==> src/rtl/alu_issue_stage.sv <==
// Operand-fetch / issue / write-back stage wrapped around an external combinational ALU.
// Sequences one instruction per three cycles (IDLE -> EXEC -> WB) and owns a small
// register file with r0 hardwired to zero, plus the architectural carry/zero flags.
module alu_issue_stage #(
  parameter int WIDTH = 6,
  parameter int NREGS = 4,
  parameter int RAW   = 2
) (
  input  logic             clk,
  input  logic             rst,
  input  logic             in_valid,
  output logic             in_ready,
  input  logic [3:0]       in_ctrl,
  input  logic [RAW-1:0]   in_rd,
  input  logic [RAW-1:0]   in_rs1,
  input  logic [RAW-1:0]   in_rs2,
  input  logic             in_use_imm,
  input  logic [WIDTH-1:0] in_imm,
  output logic [WIDTH-1:0] alu_a,
  output logic [WIDTH-1:0] alu_b,
  output logic [3:0]       alu_ctrl,
  input  logic [WIDTH-1:0] alu_out,
  input  logic             alu_carry,
  input  logic             alu_zero,
  output logic             wb_valid,
  output logic [RAW-1:0]   wb_rd,
  output logic [WIDTH-1:0] wb_data,
  output logic             flag_carry,
  output logic             flag_zero,
  output logic             busy
);

  localparam logic [3:0] CTRL_ADD = 4'b0010;
  localparam logic [3:0] CTRL_SUB = 4'b0110;

  typedef enum logic [1:0] {
    S_IDLE = 2'd0,
    S_EXEC = 2'd1,
    S_WB   = 2'd2
  } state_e;

  state_e           state_q, state_d;
  logic [WIDTH-1:0] alu_a_q, alu_a_d;
  logic [WIDTH-1:0] alu_b_q, alu_b_d;
  logic [3:0]       alu_ctrl_q, alu_ctrl_d;
  logic [RAW-1:0]   rd_lat_q, rd_lat_d;
  logic [RAW-1:0]   wb_rd_q, wb_rd_d;
  logic [WIDTH-1:0] wb_data_q, wb_data_d;
  logic             carry_cap_q, carry_cap_d;
  logic             zero_cap_q, zero_cap_d;
  logic             flag_carry_q, flag_carry_d;
  logic             flag_zero_q, flag_zero_d;
  logic [WIDTH-1:0] rf_q [NREGS];
  logic [WIDTH-1:0] rf_d [NREGS];
  logic [WIDTH-1:0] rs1_val, rs2_val;

  // Register-file read ports; r0 always reads zero regardless of storage.
  always_comb begin
    rs1_val = (in_rs1 == '0) ? '0 : rf_q[in_rs1];
    rs2_val = (in_rs2 == '0) ? '0 : rf_q[in_rs2];
  end

  // Next-state and datapath updates for the three-phase issue sequence.
  always_comb begin
    // NOTE: every _d defaults to its _q first, so no path leaves a signal unassigned
    // and no latch is inferred.
    state_d      = state_q;
    alu_a_d      = alu_a_q;
    alu_b_d      = alu_b_q;
    alu_ctrl_d   = alu_ctrl_q;
    rd_lat_d     = rd_lat_q;
    wb_rd_d      = wb_rd_q;
    wb_data_d    = wb_data_q;
    carry_cap_d  = carry_cap_q;
    zero_cap_d   = zero_cap_q;
    flag_carry_d = flag_carry_q;
    flag_zero_d  = flag_zero_q;
    rf_d         = rf_q;
    unique case (state_q)
      S_IDLE: begin
        if (in_valid && in_ready) begin
          alu_a_d    = rs1_val;
          alu_b_d    = in_use_imm ? in_imm : rs2_val;
          alu_ctrl_d = in_ctrl;
          rd_lat_d   = in_rd;
          state_d    = S_EXEC;
        end
      end
      S_EXEC: begin
        wb_data_d   = alu_out;
        wb_rd_d     = rd_lat_q;
        carry_cap_d = alu_carry;
        zero_cap_d  = alu_zero;
        state_d     = S_WB;
      end
      S_WB: begin
        if (wb_rd_q != '0) rf_d[wb_rd_q] = wb_data_q;
        flag_zero_d = zero_cap_q;
        // Only arithmetic ops define carry; logic ops leave it untouched.
        if (alu_ctrl_q == CTRL_ADD || alu_ctrl_q == CTRL_SUB) flag_carry_d = carry_cap_q;
        state_d = S_IDLE;
      end
      default: state_d = S_IDLE;
    endcase
  end

  // State register with synchronous reset; aborts any in-flight op.
  always_ff @(posedge clk) begin
    // NOTE: sequential state uses non-blocking assignment so every flop samples
    // pre-edge values.
    if (rst) begin
      state_q      <= S_IDLE;
      alu_a_q      <= '0;
      alu_b_q      <= '0;
      alu_ctrl_q   <= '0;
      rd_lat_q     <= '0;
      wb_rd_q      <= '0;
      wb_data_q    <= '0;
      carry_cap_q  <= 1'b0;
      zero_cap_q   <= 1'b0;
      flag_carry_q <= 1'b0;
      flag_zero_q  <= 1'b0;
      // NOTE: the register file is architecturally defined as zero after reset,
      // so it is cleared here; with four entries this stays flop-based storage.
      for (int i = 0; i < NREGS; i++) rf_q[i] <= '0;
    end else begin
      state_q      <= state_d;
      alu_a_q      <= alu_a_d;
      alu_b_q      <= alu_b_d;
      alu_ctrl_q   <= alu_ctrl_d;
      rd_lat_q     <= rd_lat_d;
      wb_rd_q      <= wb_rd_d;
      wb_data_q    <= wb_data_d;
      carry_cap_q  <= carry_cap_d;
      zero_cap_q   <= zero_cap_d;
      flag_carry_q <= flag_carry_d;
      flag_zero_q  <= flag_zero_d;
      for (int i = 0; i < NREGS; i++) rf_q[i] <= rf_d[i];
    end
  end

  assign in_ready   = (state_q == S_IDLE) && !rst;
  assign busy       = (state_q != S_IDLE);
  assign wb_valid   = (state_q == S_WB) && !rst;
  assign wb_rd      = wb_rd_q;
  assign wb_data    = wb_data_q;
  assign alu_a      = alu_a_q;
  assign alu_b      = alu_b_q;
  assign alu_ctrl   = alu_ctrl_q;
  assign flag_carry = flag_carry_q;
  assign flag_zero  = flag_zero_q;

endmodule
==> config.mk <==
export PLATFORM = sky130hd
export DESIGN_NAME = alu_issue_stage
export DESIGN_NICKNAME = d
export VERILOG_FILES = /design/src/rtl/alu_issue_stage.sv
export SDC_FILE = /design/constraint.sdc
export NUM_CORES = 1
export LEC_CHECK = 0
export BUFFER_PORTS_ARGS = -buffer_cell sky130_fd_sc_hd__buf_2
export CAP_MARGIN = 20
export CORE_MARGIN = 2
export CORE_UTILIZATION = 51
export CTS_CLUSTER_SIZE = 40
export DETAILED_ROUTE_END_ITERATION = 10
export GPL_TIMING_DRIVEN = 1
export PLACE_DENSITY = 0.78
export SLEW_MARGIN = 10
export SYNTH_ARGS = -nofsm -noshare
export SYNTH_HDL_FRONTEND = slang
export SYNTH_SLANG_ARGS = --single-unit
==> constraint.sdc <==
create_clock -name clk -period 1.8 [get_ports clk]
set_input_delay 0 -clock clk [delete_from_list [all_inputs] [get_ports clk]]
set_output_delay 0 -clock clk [all_outputs]
set_load 0.01 [all_outputs]
==> reports/qor.yml <==
finalPower_uw: 2090
p_leak_uw: 0.00119
cp.depth: 4
io_pins: 57
fp.dieArea_um2: 4690
cp-startpoint: "state_q[1]"
fin_hold_ws_ns: 0.0288
syn_nets: 254
reg2reg_depth: 4
cp_data_arrival_time_ns: 1.69
first_pass_iters: 7
cp_cell_sequence: "or4b_1, buf_4, a221oi_1, nor3_1"
postCtsHoldBufs: 14
grt_pass1_vias: 1717
place_area_um2: 2430
drv_cap: 0
grt_start_max_net_pins: 52
cts_max_path_buffers: 2
final_area_um2: 2670
overflow: 0
die_w_um: 68.5
grt.total_usage: 0.233
ant_nets: 0
synth_area_per_cell_um2: 9.38
slowest_delay_ns: 0.51
drt_iter0_drc: 172
cts-root-buf: "clkbuf_8"
synth-seq-cells: 50
clk_transition_reported_paths_ns: 0.09
final_cell_mix: "buf_2, dfxtp_1, nand2_1, nor2_1, mux2i_1"
synth_cell_type_count: 26
cp_top_family: "simple AND/OR/NAND/NOR gates"
via_per_inst: 5.36
netlist_area_um2: 2120
mostFrequentLayoutCell: "buf_2"
criticalPathCategory: "register to register"
cts_tree: "done"
reg2reg_from: "state_q[1]"
syn2layout_area_growth_pct: 25.8
tns_ns: 0
layout.nets: 321
drc: 0
reg2reg_to: "alu_a[1]"
setup.worst_path.end: "alu_a[1]"
worstMarginPinSlew_ns: 0.518
wl_per_cell_um: 14.7
clock_sinks: 50
reg2reg_slack_ns: 0.29
die_h_um: 68.5
setup_viol: 0
hold_violations: 0
portBuffers: 56
syn_inst: 226
n_fill_cell: 335
synthTopCellsByArea: "dfxtp_1, mux2i_1, mux2_2"
yosysSeqAreaShare: 0.472
cp_slowest_cell: "or4b_1"
cp.required_ns: 1.98
rsz0062_at_grt: "no"
synth_area_leader_cell: "dfxtp_1"
postCtsSetupRepairBufs: 0
critPathLaunchType: "register"
worstPathMaxFanout: 25
drive_gt1_frac: 0.303
dp_hpwl_mm: 3.44
cts_made_buffers: 5
antenna_cells: 0
cts-resized-gates: 0
wirelength_mm: 5.04
clock_latency_ns: 0.30
antenna_found_initial: 0
std_cell_rows: 23
synth_top_area_share: 0.472
ir_drop_uv: 505
grt_pass1_wl_mm: 8.14
period_needed_ns: 1.51
finClkSkew_ns: 0.00901
fmax_mhz: 662
cp-end-kind: "register"
initial_core_util: 0.530
htreeDepth: 2
p_per_area_nw_per_um2: 785
relSlewSlack: 0.654
slew_viol_final: 0
fin_crit_sh: 0.839
hold_path_class: "input port to register"
vias: 1845
status: "completed"
yosysWarnings: 0
crit_buf_inv: 1
core-area_um2: 4000
place_congestion: 0.769
stage by stage:
stage / setup WS (ns) / utilization / instances
2_1_floorplan: 0.301 / - / 226
3_3_place_gp: 0.352 / 0.608 / 322
3_5_place_dp: 0.300 / 0.608 / 322
4_1_cts: 0.282 / 0.667 / 344
5_1_grt: 0.191 / 0.667 / 344
6_report: 0.290 / 0.667 / 344
flip-flops by register name, summed over array words and instances (netlist names):
signal / cells
wb_rd: 2
rf_q: 18
alu_a: 6
flag_zero: 1
rd_lat_q: 2
wb_data: 6
zero_cap_q: 1
alu_ctrl: 4
state_q: 2
flag_carry: 1
carry_cap_q: 1
alu_b: 6
where the power goes:
part	switching (µW)	total [µW]	internal [µW]
Clock	367	676	309
Combinational	129	245	115
Sequential	27.5	1170	1140
Total	524	2090	1570
cells in the mapped netlist:
library cell  instances
a21bo_2               1
a21oi_1              11
a221oi_1              4
a221oi_2              2
a222oi_1              6
buf_2                 4
buf_6                 2
clkbuf_1             11
clkinv_2              1
dfxtp_1              50
mux2_2               12
mux2i_1              19
nand2_1              32
nand2b_1              2
nand3_1               1
nand3b_1             12
nand4b_1              1
nor2_1               28
nor2b_1              10
nor3_1                5
nor3_2                1
nor4b_1               1
nor4bb_1              2
o21ai_0               6
or2_2                 1
or4b_1                1
worst reg2reg max path, stage by stage (launching register included):
cell and delay [ns]:
dfxtp_1 0.32, or4b_1 0.51, buf_4 0.23, a221oi_1 0.24
nor3_1 0.08
worst min path at each step:
stage	start	to	slack (ns)	depth (start not counted)
floorplan	in_ctrl[0]	alu_ctrl[0]	0.1	2
finish	in_imm[1]	alu_b[1]	0.03	3
CTS	in_imm[1]	alu_b[1]	0.03	3
detailed placement	in_rd[1]	rd_lat_q[1]	0.19	3
global route	in_imm[4]	alu_b[4]	0.04	3
global placement	in_ctrl[2]	alu_ctrl[2]	0.19	3
layout make-up:
cell class              count  area [µm²]  area share
flip-flops and latches     50        1000       0.375
multi-input cells         158        1030       0.386
clock inverters             2        12.5     0.00469
clock buffers               6        82.6      0.0310
well taps                  50        62.6      0.0235
inverters                   1        5.00     0.00188
repair buffers             77         473       0.177
cell families after synthesis:
logic type / share of synthesized area
AO/OA/AOI/OAI: 0.104
buffers and inverters: 0.0419
flip-flops: 0.472
multiplexers: 0.153
AND/OR/NAND/NOR: 0.228
layer usage:
layer  vias to the layer above  GRT usage  routed length [µm]
met5                         -          0                   0
met4                         0     0.0875                  77
met3                         8     0.0477                 226
met2                        52      0.386                2390
met1                       861      0.296                2340
li1                        924          -                   -
Power figures use the tool's default switching activity.
